## config.mk

```make
export PLATFORM = sky130hd
export DESIGN_NAME = swap_datapath_flat
export DESIGN_NICKNAME = d
export VERILOG_FILES = /design/src/rtl/swap_datapath_if.sv /design/src/rtl/swap_datapath.sv /design/src/flat_wrapper.sv
export SDC_FILE = /design/constraint.sdc
export NUM_CORES = 1
export LEC_CHECK = 0
export ABC_AREA = 0
export CAP_MARGIN = 5
export CORE_MARGIN = 3
export CORE_UTILIZATION = 40
export CTS_CLUSTER_SIZE = 40
export DETAILED_ROUTE_END_ITERATION = 6
export PLACE_DENSITY = 0.78
export SYNTH_ARGS = -nofsm -noshare
export SYNTH_HDL_FRONTEND = slang
export SYNTH_SLANG_ARGS = --single-unit
```

## constraint.sdc

```tcl
create_clock -name Clock -period 2 [get_ports Clock]
set_input_delay 0.6 -clock Clock [delete_from_list [all_inputs] [get_ports Clock]]
set_output_delay 0.6 -clock Clock [all_outputs]
set_load 0.02 [all_outputs]
```

## src/rtl/swap_datapath_if.sv

```systemverilog
// Bus/control bundle between the swap controller and the three-register swap datapath.
interface swap_datapath_if #(parameter int N = 8);
    logic [N-1:0] Data;
    logic         Extern;
    logic         R1in, R2in, R3in;
    logic         R1out, R2out, R3out;
    logic         Done;
    logic [N-1:0] BusWires;
    logic [N-1:0] R1, R2, R3;
    logic         BusErr;
    logic         SeqErr;
    logic         Busy;
    logic [7:0]   SwapCount;

    modport master (
        output Data, Extern, R1in, R2in, R3in, R1out, R2out, R3out, Done,
        input  BusWires, R1, R2, R3, BusErr, SeqErr, Busy, SwapCount
    );

    modport slave (
        input  Data, Extern, R1in, R2in, R3in, R1out, R2out, R3out, Done,
        output BusWires, R1, R2, R3, BusErr, SeqErr, Busy, SwapCount
    );
endinterface

```

## src/rtl/swap_datapath.sv

```systemverilog
// Shared-bus three-register swap datapath with bus-conflict detection and a
// checker that counts well-formed R1<->R2 swaps (via R3) and flags bad sequences.
module swap_datapath #(
    parameter int N = 8
) (
    input  logic            Clock,
    input  logic            Reset,
    swap_datapath_if.slave  bus
);
    localparam logic [1:0] IDLE = 2'd0;
    localparam logic [1:0] T1   = 2'd1;
    localparam logic [1:0] T2   = 2'd2;

    // Control vector order: {R1in, R2in, R3in, R1out, R2out, R3out}
    localparam logic [5:0] STEP1 = 6'b001_010;
    localparam logic [5:0] STEP2 = 6'b010_100;
    localparam logic [5:0] STEP3 = 6'b100_001;

    logic [N-1:0] r1, r2, r3;
    logic [N-1:0] buswires;
    logic [3:0]   srcs;
    logic [5:0]   ctrl;
    logic         conflict;
    logic         transfer;
    logic         ext_load;
    logic         buserr;
    logic         seqerr, seqerr_nxt;
    logic         inc;
    logic [1:0]   state, state_nxt;
    logic [7:0]   swapcount;

    assign srcs     = {bus.Extern, bus.R1out, bus.R2out, bus.R3out};
    assign ctrl     = {bus.R1in, bus.R2in, bus.R3in, bus.R1out, bus.R2out, bus.R3out};
    // More than one bit set in srcs.
    assign conflict = |(srcs & (srcs - 4'd1));
    assign transfer = |ctrl;
    assign ext_load = bus.Extern && !(bus.R1out || bus.R2out || bus.R3out);

    always_comb begin
        buswires = '0;
        if (!conflict) begin
            buswires = ({N{bus.Extern}} & bus.Data) |
                       ({N{bus.R1out}}  & r1)       |
                       ({N{bus.R2out}}  & r2)       |
                       ({N{bus.R3out}}  & r3);
        end
    end

    always_ff @(posedge Clock or posedge Reset) begin
        if (Reset) begin
            r1     <= '0;
            r2     <= '0;
            r3     <= '0;
            buserr <= 1'b0;
        end else if (conflict) begin
            buserr <= 1'b1;
        end else begin
            if (bus.R1in) r1 <= buswires;
            if (bus.R2in) r2 <= buswires;
            if (bus.R3in) r3 <= buswires;
        end
    end

    // A conflict can never match an exact step, so it falls into the error paths.
    always_comb begin
        state_nxt  = state;
        seqerr_nxt = 1'b0;
        inc        = 1'b0;
        case (state)
            IDLE: begin
                if (ctrl == STEP1 && !bus.Extern && !bus.Done) begin
                    state_nxt = T1;
                end else if (!((ext_load || !transfer) && !bus.Done)) begin
                    seqerr_nxt = 1'b1;
                end
            end
            T1: begin
                if (ctrl == STEP2 && !bus.Extern && !bus.Done) begin
                    state_nxt = T2;
                end else begin
                    state_nxt  = IDLE;
                    seqerr_nxt = 1'b1;
                end
            end
            T2: begin
                state_nxt = IDLE;
                if (ctrl == STEP3 && !bus.Extern && bus.Done) begin
                    inc = 1'b1;
                end else begin
                    seqerr_nxt = 1'b1;
                end
            end
            default: begin
                state_nxt  = IDLE;
                seqerr_nxt = 1'b1;
            end
        endcase
    end

    always_ff @(posedge Clock or posedge Reset) begin
        if (Reset) begin
            state     <= IDLE;
            seqerr    <= 1'b0;
            swapcount <= '0;
        end else begin
            state  <= state_nxt;
            seqerr <= seqerr_nxt;
            if (inc) swapcount <= swapcount + 8'd1;
        end
    end

    assign bus.BusWires  = buswires;
    assign bus.R1        = r1;
    assign bus.R2        = r2;
    assign bus.R3        = r3;
    assign bus.BusErr    = buserr;
    assign bus.SeqErr    = seqerr;
    assign bus.Busy      = (state != IDLE);
    assign bus.SwapCount = swapcount;
endmodule

```

## src/flat_wrapper.sv

```systemverilog
// flat-port wrapper written by rule: the top's interface ports become plain ports
module swap_datapath_flat 
#(
    parameter int N = 8
)
  (Clock, Reset, bus_Data, bus_Extern, bus_R1in, bus_R2in, bus_R3in, bus_R1out, bus_R2out, bus_R3out, bus_Done, bus_BusWires, bus_R1, bus_R2, bus_R3, bus_BusErr, bus_SeqErr, bus_Busy, bus_SwapCount);
  swap_datapath_if #(.N(N)) bus_i ();
  input  logic Clock;
  input  logic Reset;
  input wire logic [$bits(bus_i.Data)-1:0] bus_Data;
  input wire logic [$bits(bus_i.Extern)-1:0] bus_Extern;
  input wire logic [$bits(bus_i.R1in)-1:0] bus_R1in;
  input wire logic [$bits(bus_i.R2in)-1:0] bus_R2in;
  input wire logic [$bits(bus_i.R3in)-1:0] bus_R3in;
  input wire logic [$bits(bus_i.R1out)-1:0] bus_R1out;
  input wire logic [$bits(bus_i.R2out)-1:0] bus_R2out;
  input wire logic [$bits(bus_i.R3out)-1:0] bus_R3out;
  input wire logic [$bits(bus_i.Done)-1:0] bus_Done;
  output wire logic [$bits(bus_i.BusWires)-1:0] bus_BusWires;
  output wire logic [$bits(bus_i.R1)-1:0] bus_R1;
  output wire logic [$bits(bus_i.R2)-1:0] bus_R2;
  output wire logic [$bits(bus_i.R3)-1:0] bus_R3;
  output wire logic [$bits(bus_i.BusErr)-1:0] bus_BusErr;
  output wire logic [$bits(bus_i.SeqErr)-1:0] bus_SeqErr;
  output wire logic [$bits(bus_i.Busy)-1:0] bus_Busy;
  output wire logic [$bits(bus_i.SwapCount)-1:0] bus_SwapCount;
  assign bus_i.Data = bus_Data;
  assign bus_i.Extern = bus_Extern;
  assign bus_i.R1in = bus_R1in;
  assign bus_i.R2in = bus_R2in;
  assign bus_i.R3in = bus_R3in;
  assign bus_i.R1out = bus_R1out;
  assign bus_i.R2out = bus_R2out;
  assign bus_i.R3out = bus_R3out;
  assign bus_i.Done = bus_Done;
  assign bus_BusWires = bus_i.BusWires;
  assign bus_R1 = bus_i.R1;
  assign bus_R2 = bus_i.R2;
  assign bus_R3 = bus_i.R3;
  assign bus_BusErr = bus_i.BusErr;
  assign bus_SeqErr = bus_i.SeqErr;
  assign bus_Busy = bus_i.Busy;
  assign bus_SwapCount = bus_i.SwapCount;
  swap_datapath #(.N(N)) u_core (.Clock(Clock), .Reset(Reset), .bus(bus_i));
endmodule
```

==> reports/metrics.yaml, run 1 <==
setup_path:
  cp_cell_sequence: "buf_8 -> or3_4 -> o21a_4 -> buf_12 -> a21oi_4 -> buf_6"
  critPathLaunch: "bus_R1out"
  cp-end-kind: "output port"
  crit_slowest_cell: "or3_4"
  r2r_cells: 4
  crit_type: "input port to output port"
  cp_max_fo: 6
  critPathRequiredTime_ns: 1.40
  max_stage_delay_ns: 0.38
  worstPathArrival_ns: 1.65
  reg2reg_from: "u_core.state[0]"
  worstSetupStartpointType: "input port"
layout:
  drive_above_1_share: 0.443
  multi_input_area_um2: 987
  num_antenna_cells: 0
  instances_no_fill: 287
  nNetsFinal: 255
  fill_cells: 272
  seq_area_um2: 901
  area_delta_synth_final_pct: 67.1
hold_path:
  worstHoldPathType: "flop to flop"
  hold_depth: 1
  hp-start: "u_core.bus.BusErr"
timing:
  fin_worst_skew_ns: 0.00345
  period_minus_slack_ns: 2.25
  fin_ws_ns: -0.251
  fmax_ghz: 0.444
  worst_pin_slew_ns: 0.462
  rsz0062_at_grt: "yes"
  maxSlewViolCount: 0
  timing.final.crit_share: 1.13
  finalSetupTns_ns: -1.90
  setup_viol: 8
  final-hold-violation-count: 0
  hold_ws_ns: 0.470
  relSlewSlack: 0.692
synthesis:
  synth_fp_nets: 169
  synth_seq_cells: 36
  yosys_warnings: 0
  yosysSeqAreaShare: 0.515
  synth_cell_types: 28
  synth_cells: 150
  synth_area_um2: 1750
  syn_avg_cell_area_um2: 11.7
floorplanning:
  coreArea_um2: 4120
  start_util: 0.425
  io_pins: 61
  chipHeight_um: 72.1
  die_x_um: 72.1
  die_area_um2: 5200
  rows: 23
clock_network:
  clock_sinks: 36
  cts_made_buffers: 5
  clk_latency_ns: 0.29
  cts_tree: "done"
  cts_max_level: 2
  cts_buffer_depth: 2
  cts_root_buf: "clkbuf_8"
  clk_pin_slew_worst_paths_ns: 0.07
  holdBufCountCts: 0
route:
  drc: 0
  wl_per_cell_um: 18.7
  ant_nets: 0
  drt_iter0_markers: 72
  drt_pass1_iterations: 4
  totalWireLength_mm: 5.36
  post_drt_via_cell_ratio: 5.46
  vias: 1567
power:
  pwr-share-clk: 0.226
  p_int_w: 0.00160
  power.density_nw_per_um2: 824
  swShare: 0.335
  power_switching_w: 0.000807
  p_seq_frac: 0.391
  peakVddDrop_v: 0.000536
  leakagePower_nw: 1.23
  combPwrFrac: 0.383
place:
  dp_hpwl_mm: 3.87
  finalWeightedCongestion: 0.814
  dp_cells: 273
  io_buffers: 60
  pre_cts_ws_ns: -1.14
global_routing:
  grt_max_degree: 37
  grt_busiest_layer: "met2"
  grt_overflow: 0
  grtUsageTotal: 0.218
  met2_usage: 0.388
  grt_pass1_wl_mm: 8.60
  grt_pass1_vias: 1729
  grt_use_met3: 0.0512
  antenna_found_initial: 0
  grt_use_met1: 0.244
job:
  maxCapViolations: 0
outcome:
  status: "complete, but fails checks"
  violations: "setup timing"
==> final timing paths <==
path                                      endpoint  slack, ns
min in group asynchronous  u_core.bus.SwapCount[6]       0.71
max in group asynchronous         u_core.bus.R3[4]       0.96
hold reg to reg                  u_core.bus.BusErr       0.47
hold / removal                   u_core.bus.BusErr       0.47
setup reg to reg           u_core.bus.SwapCount[4]       0.35
setup / recovery                   bus_BusWires[6]      -0.25
==> Yosys cell counts (all sizes together) <==
master / count / area (um2)
xor2: 6 / 52.6
a22oi: 16 / 120
nand2b: 4 / 25.0
clkbuf: 6 / 22.5
nor4: 2 / 27.5
o22ai: 1 / 6.26
nand3: 3 / 15.0
xnor2: 1 / 8.76
maj3: 1 / 10.0
and2: 1 / 6.26
o21a: 1 / 7.51
nor2: 4 / 15.0
inv: 2 / 7.51
mux2: 25 / 282
buf: 3 / 33.8
ha: 1 / 12.5
or2: 3 / 18.8
or3: 4 / 32.5
a21oi: 9 / 45.0
nor3: 4 / 20.0
o31ai: 1 / 7.51
or4: 2 / 18.8
nand2: 14 / 52.6
dfrtp: 36 / 901
==> per-stage QoR <==
| step | power [W] | instance area [um2] | util |
|---|---|---|---|
| finish | 0.00241 | 2920 | 0.710 |
| global route | 0.00250 | 2920 | 0.710 |
| CTS | 0.00239 | 2870 | 0.697 |
| detailed placement | 0.00180 | 2640 | 0.642 |
| global placement | 0.00177 | 2640 | 0.642 |
| floorplan | 0.00137 | 1870 | - |
==> logic make-up (layout without fill, tap and decap cells) <==
family,count (synthesis),count (layout),share of synthesized area
AND/OR/NAND/NOR,41,41,0.132
flip-flops,36,36,0.515
AO/OA/AOI/OAI,28,28,0.107
multiplexers,25,25,0.161
buffers and inverters,11,98,0.0365
XOR/XNOR,7,7,0.0351
adder cells (fa/ha/maj),2,2,0.0129
==> area by class of cell <==
type / instances / area share
Timing Repair Buffer: 88 / 0.299
Inverter: 2 / 0.00257
Clock buffer: 8 / 0.0308
Multi-Input combinational cell: 103 / 0.338
Tap cell: 50 / 0.0214
Sequential cell: 36 / 0.308
==> what timing repair did <==
item	in CTS	in global routing
endpoints found under the setup margin	43	19
pin swaps	8	2
gates cloned	1	0
resized for setup	94	9
setup buffers	4	3
==> critical path, delay by kind of cell <==
kind                   cells  cell delay (ns)
and+or+nand+nor            1             0.38
AOI/OAI and AO/OA          2             0.28
buffers and inverters      3             0.38
==> sequential cells by signal, indices dropped and copies added, names as in the netlist <==
register and count:
u_core.bus.BusErr 1, u_core.bus.R1 8, u_core.bus.R2 8, u_core.bus.R3 8, u_core.bus.SeqErr 1, u_core.bus.SwapCount 8
u_core.state 2
==> cells in the final DEF, fill, tap and decap left out, types with 3 or more instances in the layout <==
cell	n
a21oi_4	8
a22oi_1	8
a22oi_2	8
buf_4	22
buf_6	13
clkbuf_8	6
clkdlybuf4s50_1	43
dfrtp_1	36
dlygate4sd2_1	3
mux2_2	23
nand2_1	14
nand3_1	3
nor2_1	4
or3_4	3
xor2_1	6
==> per-layer routing <==
layer  part of all wire  routed length [um]  up-vias
met3              0.058                 311       10
li1                   -                   -      708
met2               0.53                2820       59
met4              0.021                 112        0
met1               0.39                2110      790
met5                  0                   0        -
==> power by group through the flow <==
stage                     Sequential [W]  Clock (W)  Combinational [W]
after global placement          0.000935          0           0.000836
final                           0.000941   0.000543           0.000922
after global routing            0.000957   0.000582           0.000965
after CTS                       0.000940   0.000545           0.000909
after detailed placement        0.000945          0           0.000859
after floorplan                  0.00107          0           0.000303
No activity file was read; power rests on OpenSTA's default activity.
==> run 2, diff against run 1 <==
--- a/config.mk
+++ b/config.mk
@@ -13,4 +13,5 @@
 export DETAILED_ROUTE_END_ITERATION = 6
 export PLACE_DENSITY = 0.78
+export SKIP_LAST_GASP = 1
 export SYNTH_ARGS = -nofsm -noshare
 export SYNTH_HDL_FRONTEND = slang
==> constraint.sdc (replaced) <==
create_clock -name Clock -period 2 [get_ports Clock]
set_input_delay 0.3 -clock Clock [delete_from_list [all_inputs] [get_ports Clock]]
set_output_delay 0.3 -clock Clock [all_outputs]
set_load 0.02 [all_outputs]
==> reports/metrics.yaml, run 2 (synthesis results as in run 1) <==
route:
  met3WireLength_um: 299  # -3.9%
  drt_pass1_iterations: 4  # unchanged
  wl_per_cell_um: 15.6  # -16%
  wirelength_met1_mm: 1.91  # -9.5%
  drt_iter0_markers: 66  # -8.3%
  drc: 0  # unchanged
  vias: 1450  # -7.5%
  post_drt_via_cell_ratio: 5.22  # -4.5%
  wl_met2_mm: 2.09  # -26%
  totalWireLength_mm: 4.35  # -19%
  ant_nets: 0  # unchanged
  top_layer: "met4"
floorplanning:
  die_x_um: 72.1  # unchanged
  die_area_um2: 5200  # unchanged
  rows: 23  # unchanged
  coreArea_um2: 4120  # unchanged
  start_util: 0.425  # unchanged
  io_pins: 61  # unchanged
  chipHeight_um: 72.1  # unchanged
place:
  finalWeightedCongestion: 0.824  # +1.3%
  pre_cts_ws_ns: -0.685  # +0.456 ns
  dp_hpwl_mm: 3.04  # -22%
  io_buffers: 60  # unchanged
  dp_cells: 268  # -1.8%
power:
  peakVddDrop_v: 0.000621  # +16%
  leakagePower_nw: 1.10  # -10%
  power_switching_w: 0.000696  # -14%
  pwr-share-clk: 0.235  # +0.009
  combPwrFrac: 0.343  # -0.040
  power.density_nw_per_um2: 846  # +2.7%
  p_int_w: 0.00152  # -5.1%
  power.total_w: 0.00221  # -8.0%
  swShare: 0.314  # -0.0210
  p_seq_frac: 0.422  # +0.031
setup_path:
  cp-end-kind: "flop"
  max_stage_delay_ns: 0.58  # +0.20 ns
  critPathBufInv: 1  # -2
  critPathRequiredTime_ns: 2.18  # +0.78 ns
  worstSetupStartpointType: "input port"
  crit_type: "input port to flop"
  cp_max_fo: 8  # +2
  crit_slowest_cell: "or4_4"
  crit_family: "simple AND/OR/NAND/NOR gates"
  worstPathArrival_ns: 2.14  # +0.49 ns
  cp_cell_sequence: "clkdlybuf4s50_1 -> or3_4 -> or4_4 -> mux2_2"
global_routing:
  grt_max_degree: 37  # unchanged
  grt_overflow: 0  # unchanged
  grt_pass1_vias: 1441  # -17%
  grtUsageTotal: 0.183  # -0.0345
  antenna_found_initial: 0  # unchanged
  grt_pass1_wl_mm: 7.23  # -16%
clock_network:
  holdBufCountCts: 0  # unchanged
  cts_buffer_depth: 2  # unchanged
  clk_latency_ns: 0.28  # about the same
  clk_pin_slew_worst_paths_ns: 0.07  # about the same
  cts_made_buffers: 5  # unchanged
  cts_root_buf: "clkbuf_8"
  cts_tree: "done"
  cts_max_level: 2  # unchanged
  clock_sinks: 36  # unchanged
timing:
  timing.final.crit_share: 0.980  # -0.146
  hold_ws_ns: 0.420  # -0.0500 ns
  fmax_ghz: 0.510  # +15%
  fin_ws_ns: 0.0401  # +0.292 ns
  worst_pin_slew_ns: 0.451  # -0.0109 ns
  period_minus_slack_ns: 1.96  # -0.292 ns
  fin_worst_skew_ns: 0.000809  # -0.00264 ns
  final-hold-violation-count: 0  # unchanged
  relSlewSlack: 0.699  # +0.00724
  rsz0062_at_grt: "yes"
  finalSetupTns_ns: 0  # +1.90 ns
  setup_viol: 0  # -8
  maxSlewViolCount: 0  # unchanged
hold_path:
  worstHoldPathType: "input port to async pin"
layout:
  num_antenna_cells: 0  # unchanged
  instances_no_fill: 278  # -3.1%
  nNetsFinal: 246  # -3.5%
  area_delta_synth_final_pct: 49.7
  drive_above_1_share: 0.316  # -0.127
  mostFrequentLayoutCells: "49 x clkdlybuf4s50_1, 36 x dfrtp_1, 25 x mux2_2, 21 x buf_4, 16 x a22oi_1"
  final_common_cell: "clkdlybuf4s50_1"
  fill_cells: 356  # +31%
job:
  maxCapViolations: 0  # unchanged
outcome:
  status: "finished, final reports clean"
[run 2: area by class of cell]
class | count | area [um2] | area share
sequential | 36 | 901 | 0.344
tap | 50 | 62.6 | 0.0239
timing repair buffer | 78 | 719 | 0.275
clock buffer | 8 | 90.1 | 0.0344
inverter | 2 | 7.51 | 0.00287
multi-input combinational | 104 | 836 | 0.319
[run 2: final timing paths]
kind	startpoint	to	slack, ns	depth (start not counted)
setup / recovery	bus_Extern	u_core.bus.SwapCount[1]	0.04	4
hold / removal	Reset	u_core.state[0]	0.42	3
setup reg to reg	u_core.state[0]	u_core.bus.SwapCount[1]	0.43	3
hold reg to reg	u_core.bus.SwapCount[7]	u_core.bus.SwapCount[7]	0.47	1
max in group asynchronous	Reset	u_core.bus.R1[5]	1.25	3
min in group Clock	u_core.bus.SwapCount[7]	u_core.bus.SwapCount[7]	0.47	1
[run 2: per-stage QoR]
stage          cell area [um2]   util
2_1_floorplan             1750      -
3_3_place_gp              2480  0.603
3_5_place_dp              2480  0.603
4_1_cts                   2590  0.628
5_1_grt                   2620  0.636
6_report                  2620  0.636
[run 2: power by group through the flow]
stage,registers [W],clock network [W],logic [W]
finish,0.000934,0.000520,0.000759
global route,0.000949,0.000572,0.000809
CTS,0.000933,0.000538,0.000760
detailed placement,0.000945,0,0.000762
global placement,0.000944,0,0.000755
floorplan,0.00107,0,0.000245
[run 2: what timing repair did]
action / 4_1_cts / 5_1_grt
endpoints found under the setup margin: 37 / 30
pin swaps: 5 / 2
cloned: 1 / 0
resized for setup: 44 / 8
buffers inserted: 1 / 0
[run 2: worst min-delay path: cells and delay by family]
| kind | cells | cell delay [ns] |
|---|---|---|
| buffers and inverters | 3 | 0.83 |
[run 2: per-layer routing]
layer	vias to the layer above	GRT usage
li1	700	-
met1	696	0.233
met2	50	0.289
met3	4	0.0596
met4	0	0.0710
met5	-	0
==> run 3, diff against run 2 <==
Settings changed: CELL_PAD_IN_SITES_DETAIL_PLACEMENT set to 1, CELL_PAD_IN_SITES_GLOBAL_PLACEMENT set to 2, CORE_UTILIZATION 40 to 25, PLACE_DENSITY 0.78 to 0.72.
==> reports/metrics.yaml, run 3 (synthesis results as in run 1) <==
timing:
  fin_worst_skew_ns: 0.00217  # +0.00136 ns
  hold_ws_ns: 0.421  # +0.00109 ns
  finalSetupTns_ns: 0  # unchanged
  worst_pin_slew_ns: 0.467  # +0.0160 ns
  fmax_ghz: 0.524  # +2.8%
  timing.final.crit_share: 0.954  # -0.0264
  rsz0062_at_grt: "no"
  setup_viol: 0  # unchanged
  maxSlewViolCount: 0  # unchanged
  period_minus_slack_ns: 1.91  # -0.0528 ns
  final-hold-violation-count: 0  # unchanged
  relSlewSlack: 0.689  # -0.0107
route:
  post_drt_via_cell_ratio: 4.54  # -13%
  drc: 0  # unchanged
  drt_iter0_markers: 64  # -3.0%
  wl_per_cell_um: 16.2  # +3.2%
  drt_pass1_iterations: 4  # unchanged
  totalWireLength_mm: 5.36  # +23%
  vias: 1506  # +3.9%
  ant_nets: 0  # unchanged
floorplanning:
  rows: 29  # +26%
  die_x_um: 89.6  # +24%
  start_util: 0.266  # -0.159
  chipHeight_um: 89.6  # +24%
  die_area_um2: 8030  # +54%
  io_pins: 61  # unchanged
  coreArea_um2: 6570  # +60%
power:
  p_seq_frac: 0.409  # -0.013
  combPwrFrac: 0.352  # +0.009
  power_switching_w: 0.000723  # +3.9%
  pwr-share-clk: 0.240  # +0.005
  leakagePower_nw: 1.14  # +3.4%
  peakVddDrop_v: 0.000416  # -33%
  p_int_w: 0.00157  # +3.2%
  swShare: 0.316  # +0.00141
  power.density_nw_per_um2: 837  # -1.1%
place:
  io_buffers: 60  # unchanged
  finalWeightedCongestion: 0.750  # -9.0%
  dp_hpwl_mm: 3.88  # +28%
setup_path:
  crit_family: "simple AND/OR/NAND/NOR gates"
  crit_slowest_cell: "or4_4"
  cp_cell_sequence: "clkdlybuf4s50_1 -> or3_4 -> or4_4 -> buf_4 -> nor2_1 -> xor2_1"
  cp_max_fo: 7  # -1
  max_stage_delay_ns: 0.61  # +0.03 ns
  cp-end-kind: "flop"
  critPathRequiredTime_ns: 2.21  # +0.03 ns
  worstPathArrival_ns: 2.11  # -0.03 ns
  crit_type: "input port to flop"
  worstSetupStartpointType: "input port"
  critPathBufInv: 2  # +1
layout:
  mostFrequentLayoutCells: "48 x clkdlybuf4s50_1, 36 x dfrtp_1, 31 x buf_4, 25 x mux2_2, 16 x a22oi_1"
  nNetsFinal: 258  # +4.9%
  drive_above_1_share: 0.343  # +0.0273
  final_core_util: 0.416  # -0.219
  final_common_cell: "clkdlybuf4s50_1"
  num_antenna_cells: 0  # unchanged
  area_delta_synth_final_pct: 56.5
global_routing:
  grt_pass1_wl_mm: 8.51  # +18%
  grt_pass1_vias: 1631  # +13%
  grt_max_degree: 37  # unchanged
  grt_overflow: 0  # unchanged
  grtUsageTotal: 0.142  # -0.0418
  antenna_found_initial: 0  # unchanged
clock_network:
  cts_root_buf: "clkbuf_8"
  clk_pin_slew_worst_paths_ns: 0.07  # about the same
  cts_tree: "done"
  cts_buffer_depth: 2  # unchanged
  clock_sinks: 36  # unchanged
  holdBufCountCts: 0  # unchanged
  cts_max_level: 2  # unchanged
  clk_latency_ns: 0.28  # about the same
  cts_made_buffers: 5  # unchanged
hold_path:
  worstHoldPathType: "input port to async pin"
outcome:
  status: "finished, final reports clean"
job:
  maxCapViolations: 0  # unchanged
run 3: worst register-to-register path: stages, from the launching register on:
cell      delay (ns)
dfrtp_1         0.39
nand2b_1        0.15
or4_4           0.58
buf_4           0.18
nor2_1          0.11
xor2_1          0.15
run 3: area by class of cell:
| cell class | instances | area (um2) |
|---|---|---|
| clock buffer | 7 | 96.3 |
| timing repair buffer | 90 | 800 |
| multi-input combinational | 104 | 815 |
| tap | 93 | 116 |
| inverter | 2 | 7.51 |
| fill | 722 | 3830 |
| sequential | 36 | 901 |
run 3: power groups by stage:
stage	combinational [W]	clock (W)	sequential, W
global placement	0.000809	0	0.000943
CTS	0.000813	0.000571	0.000936
finish	0.000805	0.000549	0.000935
floorplan	0.000245	0	0.00107
detailed placement	0.000812	0	0.000948
global route	0.000864	0.000618	0.000953
run 3: per-layer routing:
metal  global-route usage  wire, um  vias up
met5                    0         0        -
met4               0.0406        39        0
met3               0.0301       255        2
met2                0.217      2470       39
met1                0.201      2600      745
li1                     -         -      720
run 3: path summary, 6_finish.rpt:
path | cells after the start | to | from | slack (ns)
max | 6 | u_core.bus.SwapCount[2] | bus_R3in | 0.09
min | 3 | u_core.bus.SwapCount[3] | Reset | 0.42
max reg2reg | 5 | u_core.bus.SwapCount[2] | u_core.state[0] | 0.38
min reg2reg | 1 | u_core.bus.SwapCount[7] | u_core.bus.SwapCount[7] | 0.46
max in group asynchronous | 3 | u_core.bus.R1[3] | Reset | 1.25
min in group Clock | 1 | u_core.bus.SwapCount[7] | u_core.bus.SwapCount[7] | 0.46
run 3: through the flow:
stage / cells / total power (W) / instance area (um2) / worst slack (ns)
6_report: 332 / 0.00229 / 2740 / 0.0929
5_1_grt: 332 / 0.00244 / 2740 / 0.0202
4_1_cts: 332 / 0.00232 / 2720 / 0.00232
3_5_place_dp: 322 / 0.00176 / 2620 / -0.769
3_3_place_gp: 322 / 0.00175 / 2620 / -0.680
2_1_floorplan: 150 / 0.00131 / 1750 / 0.110
run 3: timing repair:
item / in CTS / in global routing
endpoints found under the setup margin: 40 / 9
setup buffers: 2 / 0
gates resized for setup: 43 / 4
pin swaps: 3 / 1
gates cloned: 1 / 0
